`src/rtl/rv32i_pkg.sv`:
```
// rv32i_pkg: shared RV32I front-end constants, fetch FSM state type and helpers.
// The HALT state exists only when FETCH_MISALIGN_TRAP_EN is defined.
package rv32i_pkg;

  localparam int XLEN = 32;
  localparam int ILEN = 32;
  localparam logic [ILEN-1:0] NOP_INSTR = 32'h0000_0013;

`ifdef FETCH_MISALIGN_TRAP_EN
  typedef enum logic [1:0] {
    ST_BOOT  = 2'd0,
    ST_RUN   = 2'd1,
    ST_DRAIN = 2'd2,
    ST_HALT  = 2'd3
  } fetch_state_e;
`else
  typedef enum logic [1:0] {
    ST_BOOT  = 2'd0,
    ST_RUN   = 2'd1,
    ST_DRAIN = 2'd2
  } fetch_state_e;
`endif

  // Sequential next fetch address; wraps naturally at 2^32.
  function automatic logic [XLEN-1:0] pc_incr(input logic [XLEN-1:0] pc);
    return pc + 32'd4;
  endfunction

endpackage

```
`src/rtl/fetch_fifo.sv`:
```
// fetch_fifo: 2-entry {instr, pc} buffer between instruction memory and decode.
// Slot 0 is always the head, so the read port comes straight from a register.
module fetch_fifo
  import rv32i_pkg::*;
(
  input  logic                 i_clk,
  input  logic                 i_rst_n,
  input  logic                 i_clr,
  input  logic                 i_push,
  input  logic                 i_pop,
  input  logic [ILEN+XLEN-1:0] i_data,
  output logic [ILEN+XLEN-1:0] o_head,
  output logic [1:0]           o_count
);

  logic [ILEN+XLEN-1:0] r_slot0;
  logic [ILEN+XLEN-1:0] r_slot1;
  logic [1:0]           r_count;
  logic                 w_pop;
  logic                 w_push;

  assign w_pop   = i_pop && (r_count != 2'd0);
  assign w_push  = i_push && ((r_count != 2'd2) || w_pop);
  assign o_head  = r_slot0;
  assign o_count = r_count;

  // Shift-style storage update; clear only empties, data is don't-care when empty.
  always_ff @(posedge i_clk or negedge i_rst_n) begin
    if (!i_rst_n) begin
      r_slot0 <= '0;
      r_slot1 <= '0;
      r_count <= 2'd0;
    end else if (i_clr) begin
      r_count <= 2'd0;
    end else begin
      case ({w_push, w_pop})
        2'b10: begin
          if (r_count == 2'd0) r_slot0 <= i_data;
          else                 r_slot1 <= i_data;
          r_count <= r_count + 2'd1;
        end
        2'b01: begin
          r_slot0 <= r_slot1;
          r_count <= r_count - 2'd1;
        end
        2'b11: begin
          if (r_count == 2'd1) begin
            r_slot0 <= i_data;
          end else begin
            r_slot0 <= r_slot1;
            r_slot1 <= i_data;
          end
        end
        default: r_count <= r_count;
      endcase
    end
  end

endmodule

```
`src/rtl/instr_fetch.sv`:
```
// instr_fetch: PC generation, credit-limited instruction-memory requests,
// in-order response tagging and redirect handling with stale-response dropping.
// Optional: define FETCH_MISALIGN_TRAP_EN to trap misaligned redirect targets
// (adds o_if_misalign and the HALT state); otherwise targets are word-aligned.
module instr_fetch
  import rv32i_pkg::*;
#(
  parameter logic [XLEN-1:0] RESET_PC = 32'h0000_0000
) (
  input  logic            i_clk,
  input  logic            i_rst_n,
  output logic            o_imem_req,
  output logic [XLEN-1:0] o_imem_addr,
  input  logic            i_imem_gnt,
  input  logic            i_imem_rvalid,
  input  logic [ILEN-1:0] i_imem_rdata,
  output logic            o_if_valid,
  output logic [ILEN-1:0] o_if_instr,
  output logic [XLEN-1:0] o_if_pc,
  input  logic            i_if_ready,
  input  logic            i_redirect,
  input  logic [XLEN-1:0] i_redirect_pc
`ifdef FETCH_MISALIGN_TRAP_EN
  ,
  output logic            o_if_misalign
`endif
);

  fetch_state_e         r_state;
  fetch_state_e         w_state_nxt;
  logic [XLEN-1:0]      r_pc;
  logic [XLEN-1:0]      w_pc_nxt;
  logic [XLEN-1:0]      r_tag0;
  logic [XLEN-1:0]      r_tag1;
  logic [XLEN-1:0]      w_target;
  logic [1:0]           r_outst;
  logic [1:0]           w_outst_nxt;
  logic [1:0]           r_drop;
  logic [1:0]           w_drop_nxt;
  logic [1:0]           w_fifo_count;
  logic [ILEN+XLEN-1:0] w_fifo_head;
  logic [2:0]           w_credit_used;
  logic                 w_fetching;
  logic                 w_grant;
  logic                 w_pop;
  logic                 w_push;
  logic                 w_drop_rsp;

`ifdef FETCH_MISALIGN_TRAP_EN
  logic r_misalign;
  logic w_mis_nxt;
  assign w_target      = i_redirect_pc;
  assign o_if_misalign = r_misalign;
`else
  assign w_target = i_redirect_pc & 32'hFFFF_FFFC;
`endif

  // A slot freed by a same-cycle pop counts as free, allowing back-to-back delivery.
  assign w_fetching    = (r_state == ST_RUN) || (r_state == ST_DRAIN);
  assign o_if_valid    = (w_fifo_count != 2'd0) && !i_redirect;
  assign w_pop         = o_if_valid && i_if_ready;
  assign w_credit_used = {1'b0, r_outst} + {1'b0, w_fifo_count} - {2'b00, w_pop};
  assign o_imem_req    = w_fetching && !i_redirect && (w_credit_used < 3'd2);
  assign w_grant       = o_imem_req && i_imem_gnt;
  assign w_drop_rsp    = i_imem_rvalid && (r_drop != 2'd0);
  assign w_push        = i_imem_rvalid && (r_drop == 2'd0) && !i_redirect;
  assign w_outst_nxt   = r_outst + {1'b0, w_grant} - {1'b0, i_imem_rvalid};
  assign o_imem_addr   = r_pc;
  assign o_if_instr    = w_fifo_head[ILEN+XLEN-1:XLEN];
  assign o_if_pc       = w_fifo_head[XLEN-1:0];

  // Next state, PC and drop count; a redirect overrides every other event.
  always_comb begin
    w_state_nxt = r_state;
    w_pc_nxt    = r_pc;
    w_drop_nxt  = r_drop - {1'b0, w_drop_rsp};
`ifdef FETCH_MISALIGN_TRAP_EN
    w_mis_nxt   = r_misalign;
`endif
    case (r_state)
      ST_BOOT:  w_state_nxt = ST_RUN;
      ST_RUN:   w_state_nxt = ST_RUN;
      ST_DRAIN: begin
        if (w_drop_nxt == 2'd0) w_state_nxt = ST_RUN;
        else                    w_state_nxt = ST_DRAIN;
      end
`ifdef FETCH_MISALIGN_TRAP_EN
      ST_HALT:  w_state_nxt = ST_HALT;
`endif
      default:  w_state_nxt = ST_BOOT;
    endcase
    if (i_redirect) begin
      w_pc_nxt   = w_target;
      w_drop_nxt = w_outst_nxt;
      if (w_outst_nxt != 2'd0) w_state_nxt = ST_DRAIN;
      else                     w_state_nxt = ST_RUN;
`ifdef FETCH_MISALIGN_TRAP_EN
      if (i_redirect_pc[1:0] != 2'b00) begin
        w_state_nxt = ST_HALT;
        w_mis_nxt   = 1'b1;
      end else begin
        w_mis_nxt   = 1'b0;
      end
`endif
    end else begin
      if (w_grant) w_pc_nxt = pc_incr(r_pc);
      else         w_pc_nxt = r_pc;
    end
  end

  // FSM, PC, in-flight and drop counters.
  always_ff @(posedge i_clk or negedge i_rst_n) begin
    if (!i_rst_n) begin
      r_state <= ST_BOOT;
      r_pc    <= RESET_PC;
      r_outst <= 2'd0;
      r_drop  <= 2'd0;
    end else begin
      r_state <= w_state_nxt;
      r_pc    <= w_pc_nxt;
      r_outst <= w_outst_nxt;
      r_drop  <= w_drop_nxt;
    end
  end

  // Address tags of in-flight requests, oldest in r_tag0.
  always_ff @(posedge i_clk or negedge i_rst_n) begin
    if (!i_rst_n) begin
      r_tag0 <= '0;
      r_tag1 <= '0;
    end else begin
      case ({w_grant, i_imem_rvalid})
        2'b10: begin
          if (r_outst == 2'd0) r_tag0 <= r_pc;
          else                 r_tag1 <= r_pc;
        end
        2'b01: r_tag0 <= r_tag1;
        2'b11: begin
          if (r_outst == 2'd1) begin
            r_tag0 <= r_pc;
          end else begin
            r_tag0 <= r_tag1;
            r_tag1 <= r_pc;
          end
        end
        default: r_tag0 <= r_tag0;
      endcase
    end
  end

`ifdef FETCH_MISALIGN_TRAP_EN
  // Sticky misaligned-redirect flag, cleared by the next aligned redirect.
  always_ff @(posedge i_clk or negedge i_rst_n) begin
    if (!i_rst_n) r_misalign <= 1'b0;
    else          r_misalign <= w_mis_nxt;
  end
`endif

  fetch_fifo u_fifo (
    .i_clk   (i_clk),
    .i_rst_n (i_rst_n),
    .i_clr   (i_redirect),
    .i_push  (w_push),
    .i_pop   (w_pop),
    .i_data  ({i_imem_rdata, r_tag0}),
    .o_head  (w_fifo_head),
    .o_count (w_fifo_count)
  );

endmodule

```
`config.mk`:
```
export PLATFORM = sky130hd
export DESIGN_NAME = instr_fetch
export DESIGN_NICKNAME = d
export VERILOG_FILES = /design/src/rtl/rv32i_pkg.sv /design/src/rtl/fetch_fifo.sv /design/src/rtl/instr_fetch.sv
export SDC_FILE = /design/constraint.sdc
export NUM_CORES = 1
export LEC_CHECK = 0
export BUFFER_PORTS_ARGS = -buffer_cell sky130_fd_sc_hd__buf_2
export CORE_MARGIN = 2
export CORE_UTILIZATION = 60
export DETAILED_ROUTE_END_ITERATION = 7
export PLACE_DENSITY = 0.8
export SKIP_CTS_REPAIR_TIMING = 1
export SLEW_MARGIN = 40
export SYNTH_ARGS = -nofsm -noshare
export SYNTH_HDL_FRONTEND = slang
export SYNTH_SLANG_ARGS = --single-unit
```
`constraint.sdc`:
```
create_clock -name i_clk -period 8.5 [get_ports i_clk]
set_input_delay 1.275 -clock i_clk [delete_from_list [all_inputs] [get_ports i_clk]]
set_output_delay 1.275 -clock i_clk [all_outputs]
set_load 0.01 [all_outputs]
```
==> results summary, run 1 <==
The final number of hold-violating endpoints is 0. The number of global-route vias before repair is 7356. The I/O pin count came out at 168. The net switching component of the power is 1.40 mW. Overall power consumption after layout is estimated at 4.06 mW. Setup total negative slack on the finished layout was measured at 0 ns. The initialized floorplan defines between 40 and 50 standard-cell rows.

The clock tree from TritonCTS is done. The remaining number of nets flagged by the antenna check after routing came out at 0. The sequential power share came out at 0.437.

Measured along the y axis, the die boundary spans between 100 and 150 um. The internal portion of the total power is 2.66 mW. The global-route wire length before repair came out at 37000 um. The critical path is of the in -> reg type. The post-route fraction of the period consumed by the critical path is 0.604. For hold timing, the worst endpoint is r_tag0[14]$_DFFE_PN0P_. After filler insertion, the fill cell instance count of the layout stands at 1199. Of the synthesized area, sequential elements account for 0.550. The number of different library cells used by synthesis comes to 57. The aggregate global routing overflow is 0. The first detailed-routing pass ran for 7 iterations. The number of buffers inserted during clock tree synthesis came out at 23.

The congestion estimate from routability-driven global placement came to 0.833. At the pin with the least slew margin, the transition time is ~0.81 ns. CTS built an H-tree with a depth of 1. Based on the critical path, the design can be clocked at up to just under 200 MHz. The internal reg-to-reg setup slack came out at about 3.8 ns.

The via count came out at between 7000 and 8000. The area of the multi-input gates is 4320 sq um. The worst-case hold slack came out at about 0.50 ns. The area added between synthesis and finish is 16.7%. The cell sitting at the root of the clock tree is a clkbuf_16. Measured in cells, the most critical reg-to-reg path has a length of 15.

Max-cap violations in this run came to 0. The insertion delay of the later-clocked pin in the worst-skew pair is 0.51 ns. The cell count of the worst hold path is 2.

Across every metal layer, demand over resource in global routing totals 0.252. The number of pins exceeding their max-slew limit in the final report was 0. The maximum VDD drop came out at 226 uV. The total length of routed wires came out at between 20000 and 25000 um.

The post-synthesis average cell area came out at 11.4 sq um. The proportion of synthesized area in mux cells is 0.166. Counting flops with an async set or reset pin after synthesis yields a share of 1.00. The worst hold path startpoint is r_tag0[14]$_DFFE_PN0P_.

The startpoint identified for the worst register-to-register timing path is u_fifo.o_count[1]$_DFFE_PN0P_. The adder-cell share of the synthesized area came out at 0.0215. The path class of the tightest hold or removal check is reg -> reg. The via count normalized by instance count is 5.91. The quantity of I/O buffers inserted on ports is ~160. The dominant combinational cell family by area after synthesis is multiplexers. The clock slew at the register clock pins of the worst setup and hold paths came out at 0.06 ns. The proportion of power drawn by combinational gates is 0.324. In this run the critical register-to-register path is captured at r_tag1[2]$_DFFE_PN0P_. The width of the die is 135 um. The data required time at the worst endpoint came out at 8.87 ns.

The clock period minus final worst setup slack is 5.14 ns. The commonest cells after synthesis are dfrtp_1 (225), mux2_2 (93), nor2_1 (81). In the post-synthesis netlist, the biggest area contributors are dfrtp_1 (55%), mux2_2 (10%), mux2i_1 (6.3%). Of all nets on the critical path, the largest fanout is 46. The area fraction of the dominant cell type after synthesis came out at 0.550. The wire length per cell after detailed routing came out at 17.6 um.

The TritonCTS sink count came out at 225. The share of layout cells above drive strength 1 is 0.302. The maximum number of pins on one net before global-route repair is between 90 and 100. The largest total area in the synthesized netlist belongs to dfrtp_1.

For this run, the leading register cell type out of synthesis is dfrtp_1. The total area inside the core boundary comes to 16600 sq um. Yosys instantiated no cell more often than dfrtp_1.

Power spread over the standard cell area amounts to 340 nW/um^2. STA classifies the critical path endpoint as a register. The buffer levels on the longest clock path is 3. The xor/xnor cell area share of the yosys netlist is 0.00598. The share of total power consumed by net switching came out at 0.344. The sequential cell area came out at 5630 sq um. The number of DRC violations after detailed-routing iteration 0 came out at roughly 540. The fraction of the mapped netlist area in compound gates came out at 0.117. The number of instances in the synthesized netlist is ~900.

After detailed routing, the number of remaining DRC violations is 0. The run finished with clean final reports. The kind of start point of the critical path is an input pin. The number of cells after detailed placement is 1233.

The number of enable flip-flop cells after synthesis is 0. The floorplan step defined a die boundary enclosing 18100 sq um. The number of synthesis warnings is 0. Of the total synthesized cell area, the portion taken by AND, OR, NAND and NOR gates is 0.105. Setup repair after global routing left no endpoint under its margin.

The final instance count without filler cells came out at about 1300. The static leakage is 5.43 nW. The half-perimeter wire length after placement came out at between 10000 and 15000 um. The cell area that synthesis handed to floorplanning was 10200 sq um.

The worst slew margin relative to its limit came out at 0.457. The share of total power dissipated in the clock network is 0.239. The antenna diode count came out at 0. In the final design database the tool counted 1126 nets. The post-route clock skew is between 0.02 and 0.025 ns. The effective utilization at floorplan is 0.616.

The initial antenna violation count is 0. The number of register bits inferred by synthesis is 225. Setup violations remaining at the end of the flow were counted as 0. The data arrival time of the worst path is 5.51 ns.
sequential cells by signal (all words and copies together) (netlist names):
signal / count
o_imem_addr: 30
r_drop: 2
r_outst: 2
r_state: 2
r_tag0: 31
r_tag1: 30
u_fifo.o_count: 2
u_fifo.o_head: 63
u_fifo.r_slot1: 63
critical path: stages:
cell	delay, ns
buf_4	0.27
or3b_1	0.54
inv_1	0.10
ha_1	0.22
nand2b_1	0.15
fa_1	0.44
and3b_1	0.24
nand3_1	0.09
buf_4	0.32
inv_2	0.25
ha_1	0.31
nand2_1	0.12
o221a_2	0.74
mux2_2	0.42
metal layers:
layer,track usage,vias up,wire length (um)
met5,0,-,0
met4,0.0702,0,388
met3,0.0342,26,1480
met2,0.405,281,10600
met1,0.362,3710,9880
li1,-,3509,-
worst max path at each step:
stage	from	endpoint	slack, ns	cells past startpoint
3_3_place_gp	i_redirect	r_tag0[3]$_DFFE_PN0P_	2.71	14
2_1_floorplan	i_redirect	r_tag1[10]$_DFFE_PN0P_	3.83	14
5_1_grt	i_redirect	r_tag1[5]$_DFFE_PN0P_	3.06	13
3_5_place_dp	i_redirect	r_tag1[26]$_DFFE_PN0P_	2.66	14
6_report	i_redirect	r_tag1[2]$_DFFE_PN0P_	3.36	14
4_1_cts	i_redirect	r_tag1[4]$_DFFE_PN0P_	3.17	14
through the flow:
step | util | setup WS (ns) | area (sq um)
2_1_floorplan | - | 3.83 | 10200
3_3_place_gp | 0.669 | 2.71 | 11100
3_5_place_dp | 0.673 | 2.66 | 11200
4_1_cts | 0.717 | 3.17 | 11900
5_1_grt | 0.718 | 3.06 | 12000
6_report | 0.718 | 3.36 | 12000
kinds of logic after synthesis:
logic type,count (synthesis)
multiplexers,158
AO/OA/AOI/OAI,196
other,1
buffers and inverters,73
flip-flops,225
XOR/XNOR,7
adder cells (fa/ha/maj),17
AND/OR/NAND/NOR,225
layout make-up:
type / count / area share
multi-input cells: 605 / 0.361
well taps: 220 / 0.0230
flip-flops and latches: 225 / 0.471
repair buffers: 172 / 0.0798
inverters: 12 / 0.00377
clock inverters: 6 / 0.00523
clock buffers: 34 / 0.0558
power groups by stage:
stage / clock network, mW / logic [mW] / registers (mW)
detailed placement: 0 / 1.31 / 1.79
CTS: 0.990 / 1.32 / 1.77
finish: 0.970 / 1.31 / 1.78
floorplan: 0 / 0.831 / 1.81
global route: 1.03 / 1.47 / 1.83
global placement: 0 / 1.26 / 1.76
placed cells by master, fill, tap and decap left out, drive strengths merged, types with 4 or more instances in the layout:
master	instances
a21oi	70
a22oi	31
a31oi	8
and2	6
and3	6
buf	172
clkbuf	34
clkinv	4
dfrtp	225
ha	16
inv	13
mux2	93
mux2i	65
nand2	76
nand3	24
nand4	11
nor2	82
o211ai	12
o21ai	48
o311ai	9
or3	4
xnor2	4
Note: power is estimated with default switching activity, not from simulation.
==> inputs of run 2 (changes only) <==
Settings changed: CORE_UTILIZATION 60 to 51, PLACE_DENSITY 0.8 to 0.72.
Clock period 8.5 ns to 4.3 ns, I/O delays scaled along.
==> results summary, run 2 (synthesis results as in run 1) <==
The initial antenna violation count is 0. The static leakage came out at 5.51 nW. The cell sitting at the root of the clock tree is a clkbuf_16. The global routing usage on met2 came out at 0.341. The critical path is of the reg -> reg type. The area of the core came out at about 20000 sq um. The worst setup path is launched from a register.

The repair_antennas step left the layout with diodes totalling 0. The filler cell count is 1633. The post-route clock skew is 0.0102 ns. The number of pins exceeding their max-slew limit in the final report came out at 0.

Summing all multi-input logic gate instances after layout gives 4310 sq um. In the final design database the tool counted 1138 nets. The cell at the slowest stage of the critical path is fa_1.

For this run, the total global-route usage over all layers was measured as 0.212. The run finished with clean final reports. The die covers roughly 21000 sq um. For met1 alone, demand over resource in global routing was 0.309.

The post-route setup TNS came out at 0 ns. The area added between synthesis and finish came out at 18.9%. The remaining routing DRC violations is 0. The ratio of total power to cell area is about 670 nW/um^2. At the end of routability-driven placement, the weighted congestion stood at 0.830.

The insertion delay of the later-clocked pin in the worst-skew pair is roughly 0.50 ns. The reported max-cap violation count came out at 0. The sequential cell area came out at ~5600 sq um. For this run, the slowest stage of the critical path takes 0.48 ns. In this run the worst hold path is classified as in -> async. The global-route wire length before repair is 37400 um.

The global routing stage identified its most utilized layer as met2. Walking the worst path, the cells encountered are inv_1 > ha_1 > or3b_1 > inv_1 > ha_1 > nand2b_1 > fa_1 > and3b_1 > nand3_1 > buf_4 > ha_1 > o22ai_2 > buf_4 > a22oi_1 > o21ai_0. Together, buffers and inverters on the worst path number 4. The clock slew at the register clock pins of the worst setup and hold paths came out at approximately 0.06 ns. For the pin with the worst max-slew slack, the measured transition is ~0.73 ns. The highest fanout seen on the critical path came out at 30. The aggregate global routing overflow came out at 0. The number of DRC violations after detailed-routing iteration 0 came out at 436.

The beginning of the worst register-to-register path is u_fifo.o_count[1]$_DFFE_PN0P_. The count of standard-cell rows came out at 51. In this run the critical register-to-register path is captured at r_tag0[5]$_DFFE_PN0P_.

Setup repair after global routing left no endpoint under its margin. The count of endpoints failing setup in the final report came out at 0. Leaving out fill and tap cells, the most frequent cells in the layout are dfrtp_1 (225), buf_2 (162), mux2_2 (93). Leaving out fill and tap cells, the most frequent cell in the layout is dfrtp_1. The data arrival time of the worst path came out at 4.35 ns. The number of global-route vias before repair is 7220.

The logic depth of the worst register-to-register path is 15. The dominant cell type by count on the critical path is ha_1. The final number of hold-violating endpoints is 0.

The floorplan step set the die height to between 100 and 150 um. The via count came out at 7395. The timing-limited maximum frequency is 253 MHz.

TritonCTS built the clock tree. The buffer levels on the longest clock path is 3. The I/O pin count came out at 168. The data required time at the worst endpoint is roughly 4.7 ns. The maximum VDD drop is ~360 uV. In this run the horizontal extent of the chip is between 100 and 150 um. Counting I/O delays and the setup requirement, the final critical path takes between 3 and 4 ns. The share of layout cells above drive strength 1 is 0.310. For this run, the detailed router's first-pass iteration total came to 5.

The half-perimeter wire length after placement came out at 14800 um. The total length of routed wires came out at 22500 um. CTS built an H-tree with a depth of 1.

The quantity of I/O buffers inserted on ports came out at 163. The worst slew margin relative to its limit came out at 0.512. In the routed layout, each cell is associated on average with a via count of between 5 and 6. Dividing the final minimum period by the clock period gives 0.919.

The total chip power came out at 8.16 mW. The worst setup path is captured at a register. The maximum number of pins on one net before global-route repair came out at a little under 70.

Among cell families on the critical path, the largest total delay comes from adder cells. In this run, CTS created clock tree buffers numbering 24. The effective utilization at floorplan is 0.523. The remaining number of nets flagged by the antenna check after routing came out at 0.

The internal reg-to-reg setup slack is approximately 0.35 ns. The TritonCTS sink count is 225. The wire length per cell after detailed routing is roughly 17 um. The global-route track usage on met3 came out at 0.0320.
## run 2: worst reg2reg max path, stage by stage (launching register included)
cell	delay, ns
dfrtp_1	0.37
inv_1	0.11
ha_1	0.23
or3b_1	0.47
inv_1	0.10
ha_1	0.22
nand2b_1	0.15
fa_1	0.48
and3b_1	0.22
nand3_1	0.16
buf_4	0.21
ha_1	0.22
o22ai_2	0.16
buf_4	0.37
a22oi_1	0.16
o21ai_0	0.22
## run 2: per-stage QoR
stage	util	cell area (sq um)	setup WS [ns]	hold slack, ns	cells
after global placement	0.580	11400	0.429	0.483	1289
after detailed placement	0.582	11400	0.360	0.491	1290
after floorplan	-	10200	0.263	0.349	903
after CTS	0.622	12200	0.377	0.0794	1332
final	0.622	12200	0.350	0.0759	1332
after global routing	0.622	12200	0.0904	0.0922	1332
## run 2: cell type report
class                      count  area share
timing repair buffer         183      0.0892
tap                          265      0.0272
clock inverter                 6     0.00472
sequential                   225       0.462
inverter                      12     0.00370
clock buffer                  36      0.0597
multi-input combinational    605       0.353
## run 2: how the worst max path moves through the flow
| stage | startpoint | endpoint | slack (ns) | depth (start not counted) |
|---|---|---|---|---|
| 5_1_grt | u_fifo.o_count[1]$_DFFE_PN0P_ | r_tag0[8]$_DFFE_PN0P_ | 0.09 | 16 |
| 2_1_floorplan | i_redirect | r_tag1[10]$_DFFE_PN0P_ | 0.26 | 14 |
| 6_report | u_fifo.o_count[1]$_DFFE_PN0P_ | r_tag0[5]$_DFFE_PN0P_ | 0.35 | 15 |
| 3_3_place_gp | i_if_ready | r_tag0[9]$_DFFE_PN0P_ | 0.43 | 14 |
| 4_1_cts | u_fifo.o_count[0]$_DFFE_PN0P_ | r_tag0[5]$_DFFE_PN0P_ | 0.38 | 15 |
| 3_5_place_dp | i_redirect | r_tag0[9]$_DFFE_PN0P_ | 0.36 | 14 |
## run 2: layer usage
| metal | vias up | share of wire |
|---|---|---|
| li1 | 3528 | - |
| met1 | 3639 | 0.46 |
| met2 | 209 | 0.48 |
| met3 | 19 | 0.058 |
| met4 | 0 | 0.010 |
| met5 | - | 0 |
## run 2: where the power goes
group / internal [mW] / total, mW / switching [mW]
combinational: 1.23 / 2.64 / 1.41
clock: 1.22 / 2.03 / 0.804
sequential: 2.96 / 3.50 / 0.543
total: 5.41 / 8.16 / 2.76
==> inputs of run 3 (changes only) <==
Settings changed: CORE_UTILIZATION 51 to 57, PLACE_DENSITY 0.72 to 0.76.
Clock period 4.3 ns to 3.7 ns, I/O delays scaled along.
==> results summary, run 3 (synthesis results as in run 1) <==
Clock tree synthesis selected as its root buffer the cell clkbuf_16. The width of the die came out at between 100 and 150 um. TritonCTS built the clock tree.

The quantity of I/O buffers inserted on ports came out at 163. The clock slew at the register clock pins of the worst setup and hold paths is 0.06 ns. The effective utilization at floorplan is 0.576. The cell area after placement came out at about 11000 sq um. The number of H-tree levels is 1. For the worst setup path, the data required time is 4.09 ns. The initial antenna violation count is 0.

In the final layout, the share of cells above drive strength 1 is 0.322. For this run, the share of the core covered by cells in the final layout is 0.688. Leaving out fill and tap cells, the most frequent cells in the layout are dfrtp_1 (225), buf_2 (162), mux2_2 (93). The routed design has 22800 um of wire.

In this run the power density over the cells is 780 nW/um^2. The antenna diode count is 0. The internal reg-to-reg setup slack came out at 0.16 ns. The maximum number of pins on one net before global-route repair came out at between 70 and 80. The global routing usage summed across all routing layers came out at 0.239.

The filler cell count came out at ~1400. The area added between synthesis and finish is 19.3%. The sequential power share came out at 0.427. The buffer levels on the longest clock path is 3.

The internal power came out at 6.25 mW. The number of pins exceeding their max-slew limit in the final report came out at 0. The worst slew margin relative to its limit came out at 0.527. The timing-limited maximum frequency came out at 283 MHz. The post-route clock skew came out at around 0.014 ns. The area of the core came out at 17800 sq um. The final number of hold-violating endpoints came out at 2. The proportion of power drawn by combinational gates came out at 0.332.

The clock network fraction of design power came out at 0.241. Dividing the final minimum period by the clock period gives 0.955. The run finished, with violations left. The worst-case IR drop observed on VDD is about 580 uV. The die covers between 15000 and 20000 sq um. In the routed design, unresolved DRC markers number 0. The total chip power came out at 9.53 mW. Setup violations remaining at the end of the flow were counted as 0. Clock tree synthesis found a total of between 200 and 250 sinks.

The critical path endpoint category is a register. The remaining number of nets flagged by the antenna check after routing came out at 0. The static leakage is ~5.6 nW.

The checks that failed: hold timing. The critical setup path kind is reg -> reg. The global-route wire length before repair came out at between 30000 and 40000 um. At the end of routability-driven placement, the weighted congestion stood at ~0.85. The kind of start point of the critical path is a register.

The aggregate global routing overflow came out at 0. The share of total power consumed by net switching came out at 0.344. On the final layout, the worst hold slack is -0.00609 ns. The half-perimeter wire length after placement came out at around 15000 um. The via count normalized by instance count came out at 5.78. The number of global-route vias before repair is between 7000 and 8000. The transition time at the pin with the least slew margin came out at 0.706 ns.

In this run the count of I/O pins placed on the die edge is between 150 and 200. The clock period minus final worst setup slack came out at 3.54 ns. The highest fanout seen on the critical path came out at 30.

The final worst setup slack came out at 0.165 ns. Detailed routing inserted a total of ~7500 vias. The data arrival time of the worst path came out at 3.93 ns. The reported max-cap violation count is 0. The commonest non-fill, non-tap cell in the layout is dfrtp_1. After routing the design area is 12200 sq um. The vertical extent of the die is 138 um.

The number of detailed-route iterations in the first pass is 5. The path class of the tightest hold or removal check is in -> async. For this block, the initial DRC count from the detailed router was 436. The net switching component of the power came out at 3.28 mW. The net count of the finished layout is 1143.

The wire length per cell after detailed routing came out at 17.5 um. The insertion delay of the later-clocked pin in the worst-skew pair came out at ~0.52 ns. The number of clock buffers added by TritonCTS is 25. The post-placement worst setup slack is -0.0288 ns.

The floorplan has just under 50 rows.
==> run 3: changes by cell type in the layout (fill, tap and decap cells not counted), sizes merged <==
cell,delta
clkinvlp,-1
clkbuf,+1
buf,+4
bufinv,-1
inv,+2
clkinv,+1
==> run 3: layer usage <==
metal / up-vias / wire (um) / track usage
met3: 32 / 1330 / 0.0353
met2: 241 / 10900 / 0.375
li1: 3546 / - / -
met5: - / 0 / 0
met1: 3709 / 10200 / 0.352
met4: 0 / 442 / 0.0677
==> run 3: area by class of cell <==
type                            instances  area [sq um]  area share
Clock buffer                           37           721      0.0589
Clock inverter                          7          42.5     0.00348
Inverter                               12          47.5     0.00389
Multi-Input combinational cell        605          4360       0.357
Sequential cell                       225          5630       0.461
Tap cell                              229           287      0.0234
Timing Repair Buffer                  187          1140      0.0931
==> run 3: worst max-delay path, stage by stage (launching register included) <==
cell	delay, ns
dfrtp_1	0.40
inv_2	0.08
ha_2	0.20
or3b_4	0.38
inv_1	0.07
ha_1	0.21
nand2b_1	0.15
fa_1	0.42
and3b_2	0.25
nand3_4	0.12
inv_4	0.06
ha_1	0.22
nand2_1	0.10
o221a_2	0.21
buf_12	0.21
mux2_2	0.36
==> run 3: power groups by stage <==
stage | sequential [mW] | combinational (mW) | clock, mW
global route | 4.21 | 3.51 | 2.46
finish | 4.07 | 3.16 | 2.30
detailed placement | 4.11 | 3.12 | 0
global placement | 4.05 | 3.01 | 0
CTS | 4.06 | 3.14 | 2.35
floorplan | 4.16 | 1.92 | 0
==> run 3: final timing paths <==
kind	from	to	cells after the start
max in group asynchronous	i_rst_n	u_fifo.o_head[18]$_DFFE_PN0P_	3
hold / removal	i_rst_n	u_fifo.o_head[61]$_DFFE_PN0P_	1
min in group i_clk	i_redirect_pc[19]	o_imem_addr[19]$_DFFE_PN0P_	3
hold reg to reg	r_tag0[30]$_DFFE_PN0P_	r_tag0[30]$_DFFE_PN0P_	2
setup reg to reg	u_fifo.o_count[1]$_DFFE_PN0P_	r_tag1[5]$_DFFE_PN0P_	15
setup / recovery	u_fifo.o_count[1]$_DFFE_PN0P_	r_tag1[5]$_DFFE_PN0P_	15
==> run 3: metrics by stage <==
step	setup TNS, ns	instances
finish	0	1302
global route	-0.0334	1302
CTS	-0.729	1301
detailed placement	-0.506	1257
global placement	0	1256
floorplan	-0.538	903
